**src/rtl/tisc_ident_spi_v2.sv**
```systemverilog
// tisc_ident_spi_v2
//   TISC identification / control WISHBONE slave.
//   Word map (adr_i[5:2]):
//     0 IDENT (RO)        1 VERSION (RO)
//     2 CTRL0 [0]SYSCLK_SEL [1]EN_LOCAL_CLK
//     3 SPI_CS [NUM_CS-1:0], 1 = chip selected (CS_B = ~reg)
//     4 SPI_DIV [15:0], SCK half-period = DIV+1 clk cycles
//     5 SPI_DATA  write: TX byte, starts a transfer; read: last RX byte
//     6 SPI_STAT [0]BUSY [1]DONE [2]OVR (write 1 to bit1/bit2 clears)
//     7 UPTIME free-running clk counter
//     8-15 read as 0, writes ignored
// Ports
//   clk_i, rst_n_i            clock, synchronous active-low reset
//   cyc_i/stb_i/we_i/adr_i/sel_i/dat_i/dat_o/ack_o/err_o/rty_o  WISHBONE slave
//   SYSCLK_SEL, EN_LOCAL_CLK  board clock control
//   CS_B, SCK, MOSI, MISO     SPI master, mode 0, MSB first
module tisc_ident_spi_v2 #(
    parameter logic [31:0] IDENT         = 32'h54534332,
    parameter logic [31:0] VERSION       = 32'h00000000,
    parameter int          NUM_CS        = 1,
    parameter logic [15:0] DIV_DEFAULT   = 16'd3,
    parameter logic [1:0]  CTRL0_DEFAULT = 2'b11
) (
    input  logic              clk_i,
    input  logic              rst_n_i,
    input  logic              cyc_i,
    input  logic              stb_i,
    input  logic              we_i,
    input  logic [5:0]        adr_i,
    input  logic [3:0]        sel_i,
    input  logic [31:0]       dat_i,
    output logic [31:0]       dat_o,
    output logic              ack_o,
    output logic              err_o,
    output logic              rty_o,
    output logic              SYSCLK_SEL,
    output logic              EN_LOCAL_CLK,
    output logic [NUM_CS-1:0] CS_B,
    output logic              SCK,
    output logic              MOSI,
    input  logic              MISO
);

    typedef enum logic {S_IDLE, S_SHIFT} spi_state_t;

    spi_state_t        r_state, w_next;
    logic              r_ack;
    logic [31:0]       r_dat;
    logic [1:0]        r_ctrl0;
    logic [NUM_CS-1:0] r_cs;
    logic [15:0]       r_div, r_cnt;
    logic [7:0]        r_tx, r_rx;
    logic [3:0]        r_tog;
    logic              r_sck, r_mosi, r_done, r_ovr;
    logic [31:0]       r_uptime;

    logic        w_acc, w_wr, w_busy, w_start, w_last;
    logic [3:0]  w_word;
    logic [31:0] w_rdata;
    logic        w_unused;

    // Handshake: a new access is accepted only while ack is low, so each
    // strobe produces exactly one single-cycle ack and one side effect.
    assign w_acc   = cyc_i & stb_i & ~r_ack;
    assign w_wr    = w_acc & we_i;
    assign w_word  = adr_i[5:2];
    assign w_busy  = (r_state == S_SHIFT);
    assign w_start = w_wr && (w_word == 4'd5) && !w_busy;
    // Last event of a transfer: 16th SCK toggle, which is a falling edge.
    assign w_last  = w_busy && (r_cnt == 16'd0) && r_sck && (r_tog == 4'd15);

    assign w_unused = ^{sel_i, adr_i[1:0], dat_i};

    always_comb begin
        w_next = r_state;
        case (r_state)
            S_IDLE:  if (w_start) w_next = S_SHIFT;
            S_SHIFT: if (w_last)  w_next = S_IDLE;
            default: w_next = S_IDLE;
        endcase
    end

    always_comb begin
        w_rdata = 32'd0;
        case (w_word)
            4'd0: w_rdata = IDENT;
            4'd1: w_rdata = VERSION;
            4'd2: w_rdata = {30'd0, r_ctrl0};
            4'd3: w_rdata = {{(32-NUM_CS){1'b0}}, r_cs};
            4'd4: w_rdata = {16'd0, r_div};
            4'd5: w_rdata = {24'd0, r_rx};
            4'd6: w_rdata = {29'd0, r_ovr, r_done, w_busy};
            4'd7: w_rdata = r_uptime;
            default: w_rdata = 32'd0;
        endcase
    end

    always_ff @(posedge clk_i) begin
        if (!rst_n_i) r_state <= S_IDLE;
        else          r_state <= w_next;
    end

    always_ff @(posedge clk_i) begin
        if (!rst_n_i) begin
            r_ack    <= 1'b0;
            r_dat    <= 32'd0;
            r_ctrl0  <= CTRL0_DEFAULT;
            r_cs     <= '0;
            r_div    <= DIV_DEFAULT;
            r_cnt    <= 16'd0;
            r_tx     <= 8'd0;
            r_rx     <= 8'd0;
            r_tog    <= 4'd0;
            r_sck    <= 1'b0;
            r_mosi   <= 1'b0;
            r_done   <= 1'b0;
            r_ovr    <= 1'b0;
            r_uptime <= 32'd0;
        end else begin
            r_uptime <= r_uptime + 32'd1;
            r_ack    <= w_acc;
            r_dat    <= w_acc ? w_rdata : 32'd0;

            if (w_wr) begin
                case (w_word)
                    4'd2: r_ctrl0 <= dat_i[1:0];
                    4'd3: if (!w_busy) r_cs <= dat_i[NUM_CS-1:0];
                    4'd4: if (!w_busy) r_div <= dat_i[15:0];
                    4'd5: if (w_busy) r_ovr <= 1'b1;
                    4'd6: begin
                        if (dat_i[1]) r_done <= 1'b0;
                        if (dat_i[2]) r_ovr  <= 1'b0;
                    end
                    default: ;
                endcase
            end

            // SPI datapath; completion is assigned after the STAT clear so
            // a simultaneous set wins.
            if (w_start) begin
                r_tx   <= dat_i[7:0];
                r_mosi <= dat_i[7];
                r_cnt  <= r_div;
                r_tog  <= 4'd0;
                r_done <= 1'b0;
            end else if (w_busy) begin
                if (r_cnt == 16'd0) begin
                    r_cnt <= r_div;
                    r_sck <= ~r_sck;
                    r_tog <= r_tog + 4'd1;
                    if (!r_sck) begin
                        r_rx <= {r_rx[6:0], MISO};
                    end else begin
                        // Next bit is tx[6] before the shift; zeros fill in
                        // so MOSI settles low after the last bit.
                        r_tx   <= {r_tx[6:0], 1'b0};
                        r_mosi <= r_tx[6];
                        if (r_tog == 4'd15) r_done <= 1'b1;
                    end
                end else begin
                    r_cnt <= r_cnt - 16'd1;
                end
            end
        end
    end

    assign dat_o        = r_dat;
    assign ack_o        = r_ack;
    assign err_o        = 1'b0;
    assign rty_o        = 1'b0;
    assign SYSCLK_SEL   = r_ctrl0[0];
    assign EN_LOCAL_CLK = r_ctrl0[1];
    assign CS_B         = ~r_cs;
    assign SCK          = r_sck;
    assign MOSI         = r_mosi;

endmodule
```
**config.mk**
```make
export PLATFORM = sky130hd
export DESIGN_NAME = tisc_ident_spi_v2
export DESIGN_NICKNAME = d
export VERILOG_FILES = /design/src/rtl/tisc_ident_spi_v2.sv
export SDC_FILE = /design/constraint.sdc
export NUM_CORES = 1
export LEC_CHECK = 0
export BUFFER_PORTS_ARGS = -buffer_cell sky130_fd_sc_hd__buf_2
export CORE_AREA = 2 2 113 115
export CTS_BUF_LIST = sky130_fd_sc_hd__clkbuf_2 sky130_fd_sc_hd__clkbuf_4 sky130_fd_sc_hd__clkbuf_8
export DETAILED_ROUTE_END_ITERATION = 6
export DIE_AREA = 0 0 115 117
export PLACE_DENSITY = 0.65
export SYNTH_ARGS = -nofsm -noshare
export SYNTH_HDL_FRONTEND = slang
export SYNTH_SLANG_ARGS = --single-unit
```
**constraint.sdc**
```tcl
create_clock -name clk_i -period 2.8 [get_ports clk_i]
set_clock_uncertainty 0.1 [all_clocks]
set_input_delay 0.56 -clock clk_i [delete_from_list [all_inputs] [get_ports clk_i]]
set_output_delay 0.56 -clock clk_i [all_outputs]
set_load 0.05 [all_outputs]
```
==> flow_metrics.py <==
metrics = {
    "timing": {
        "rsz0062_at_grt": "no",
        "setup-tns-final_ns": 0,
        "fin_crit_sh": 0.839,
        "fin_ws_ns": 0.450,
        "max_freq_mhz": 426,
        "tightest_slew_ns": 0.855,
        "setup_viol": 0,
        "fin_crit_ns": 2.35,
        "final-max-slew-violation-count": 0,
        "slew_headroom": 0.427,
        "hold_viol_final": 0,
        "hold_slack_ns": 0.270,
    },
    "status": {
        "status": "finished clean",
    },
    "clocking": {
        "postCtsSetupBuffers": 0,
        "h-tree-depth": 4,
        "insertion_delay_ns": 0.44,
        "cts_made_buffers": 17,
        "cts.repair.resized": 0,
        "cts_hold_buffers": 0,
        "cts_tree": "built",
        "clk_pin_slew_worst_paths_ns": 0.07,
        "clock-sinks": 124,
        "clockRootBuffer": "clkbuf_8",
        "clockBufferDepth": 2,
    },
    "finish": {
        "insertedDiodeCount": 0,
        "final_util": 0.506,
        "final_area_um2": 6230,
        "drive_gt1_frac": 0.184,
        "finalNonFillerCells": 856,
        "final_cell_mix": "dfxtp_1, nand2_1, nor2_1",
        "nNetsFinal": 745,
        "areaGrowthSynthToFinish_pct": 15.1,
        "layout_commonest_cell": "dfxtp_1",
    },
    "setup_path": {
        "ff2ff_setup_slack_ns": 0.45,
        "cp_max_fo": 14,
        "worst_ep_required_time_ns": 3.05,
        "critical_path_class": "flop to flop",
        "arrival_ns": 2.60,
        "cp-end-kind": "flop",
        "timing.rr.end": "MOSI",
        "rr_worst_depth": 7,
        "timing.rr.start": "r_cnt[0]",
        "critPathLaunchType": "flop",
    },
    "route": {
        "drc": 0,
        "drt_iter0_markers": 308,
        "wl_per_cell_um": 15.6,
        "vias": 4730,
        "drt-total-wl_um": 13300,
        "first_pass_iters": 5,
        "ant_nets": 0,
        "drt-vias-per-instance": 5.53,
    },
    "global_routing": {
        "grt_usage": 0.208,
        "grt_pass1_vias": 4414,
        "antenna_found_initial": 0,
        "grt_max_degree": 46,
        "grt_pass1_wl_um": 22000,
        "grt.overflow.total": 0,
    },
    "yosys": {
        "syn_area_per_cell_um2": 8.56,
        "syn-instance-count": 632,
        "yosysWarnings": 0,
        "netlist_area_um2": 5410,
        "synth-seq-cells": 124,
        "yosysSeqAreaShare": 0.459,
        "yosys.cell_types.count": 51,
    },
    "min_path": {
        "hold_path_depth": 3,
        "min_from": "dat_i[9]",
        "hold_class": "input pin to flop",
        "whs_endpoint": "r_div[9]",
    },
    "pwr": {
        "p_total_mw": 3.50,
        "power.density_nw_per_um2": 562,
        "ir_drop_uv": 359,
        "leakage_nw": 2.46,
    },
    "floorplan": {
        "die_area_um2": 13500,
        "initial_core_util": 0.439,
        "die_width_um": 115,
        "top_level_ports": 88,
        "num_rows": 41,
        "core-area_um2": 12300,
        "fp.dieH_um": 117,
    },
    "place": {
        "dp_hpwl_um": 9540,
        "place_ws_ns": 0.304,
        "place_congestion": 0.888,
        "io_buffers": 63,
        "place_inst": 824,
        "placed_cell_area_um2": 5850,
    },
    "run": {
        "drv_cap": 0,
    },
}
## report_power, final
part,internal (mW),switching (mW)
Sequential,1.77,0.0113
Clock,0.788,0.694
Combinational,0.0793,0.159
Total,2.64,0.864
## cells in the mapped netlist, drive strengths merged
cell type,count,share of area
nand3,17,0.016
or3,9,0.010
and4,4,0.0065
mux2,4,0.0083
nor2,87,0.060
nand4b,2,0.0032
o311ai,1,0.0016
or3b,1,0.0016
nor4b,1,0.0016
o21ai,16,0.015
mux2i,26,0.048
a311oi,6,0.0097
o22ai,7,0.0081
or4,5,0.0076
nand3b,2,0.0028
nand2,89,0.062
o211ai,2,0.0028
nor3,16,0.015
a221oi,12,0.028
buf,16,0.021
a21oi,46,0.043
o31ai,1,0.0023
xnor2,9,0.015
mux4,1,0.0042
o21a,3,0.0042
nor2b,7,0.0081
nor4,7,0.0093
a22oi,7,0.0097
dfxtp,124,0.46
or2,1,0.0012
a211oi,1,0.0014
xor2,15,0.024
clkbuf,24,0.017
conb,1,0.00069
nand2b,7,0.0095
and2,5,0.0062
ha,4,0.0093
a2bb2oi,1,0.0016
nand4,15,0.017
a31oi,3,0.0035
inv,10,0.0069
and3,17,0.020
## layout make-up
class                   instances  area [um^2]
fillers                      1184         6080
multi-input cells             459         2690
flip-flops and latches        124         2480
repair buffers                 81          450
clock buffers                  22          290
well taps                     150          188
clock inverters                10         90.1
inverters                      10         37.5
## worst max-delay path: stages, from the launching register on
cell      delay [ns]
dfxtp_1         0.34
inv_1           0.10
ha_1            0.14
nor4b_1         0.27
nand4_1         0.22
o31ai_2         0.74
nor2_1          0.08
a311oi_1        0.27
## logic make-up after synthesis
group,synth area share
AOI/OAI and AO/OA,0.130
buffers and inverters,0.0444
adders and majority gates,0.00925
and+or+nand+nor,0.258
other,0.000693
xor gates and xnor gates,0.0389
muxes,0.0606
DFF,0.459
## registers in the layout (all words and copies together), names as in the netlist
signal    flops
MOSI          1
SCK           1
ack_o         1
dat_o        32
r_cnt        16
r_cs          1
r_ctrl0       2
r_div        16
r_done        1
r_ovr         1
r_rx          8
r_state       1
r_tog         4
r_tx          7
r_uptime     32
## worst max path at each step
stage | slack [ns] | end | cells after the start | start
after floorplan | 0.40 | r_cnt[14] | 10 | adr_i[3]
after CTS | 0.45 | MOSI | 7 | r_cnt[0]
after detailed placement | 0.30 | r_cnt[9] | 8 | adr_i[5]
final | 0.45 | MOSI | 7 | r_cnt[0]
after global routing | 0.23 | r_tx[2] | 7 | r_cnt[0]
after global placement | 0.40 | r_cnt[9] | 8 | adr_i[5]
## per-layer routing
layer	routed length (um)	part of all wire	track usage	up-vias
met3	716	0.054	0.0520	16
li1	-	-	-	2332
met2	6220	0.47	0.339	151
met4	206	0.015	0.0731	0
met5	0	0	0	-
met1	6190	0.46	0.271	2231
Note: power is estimated with default switching activity, not from simulation.
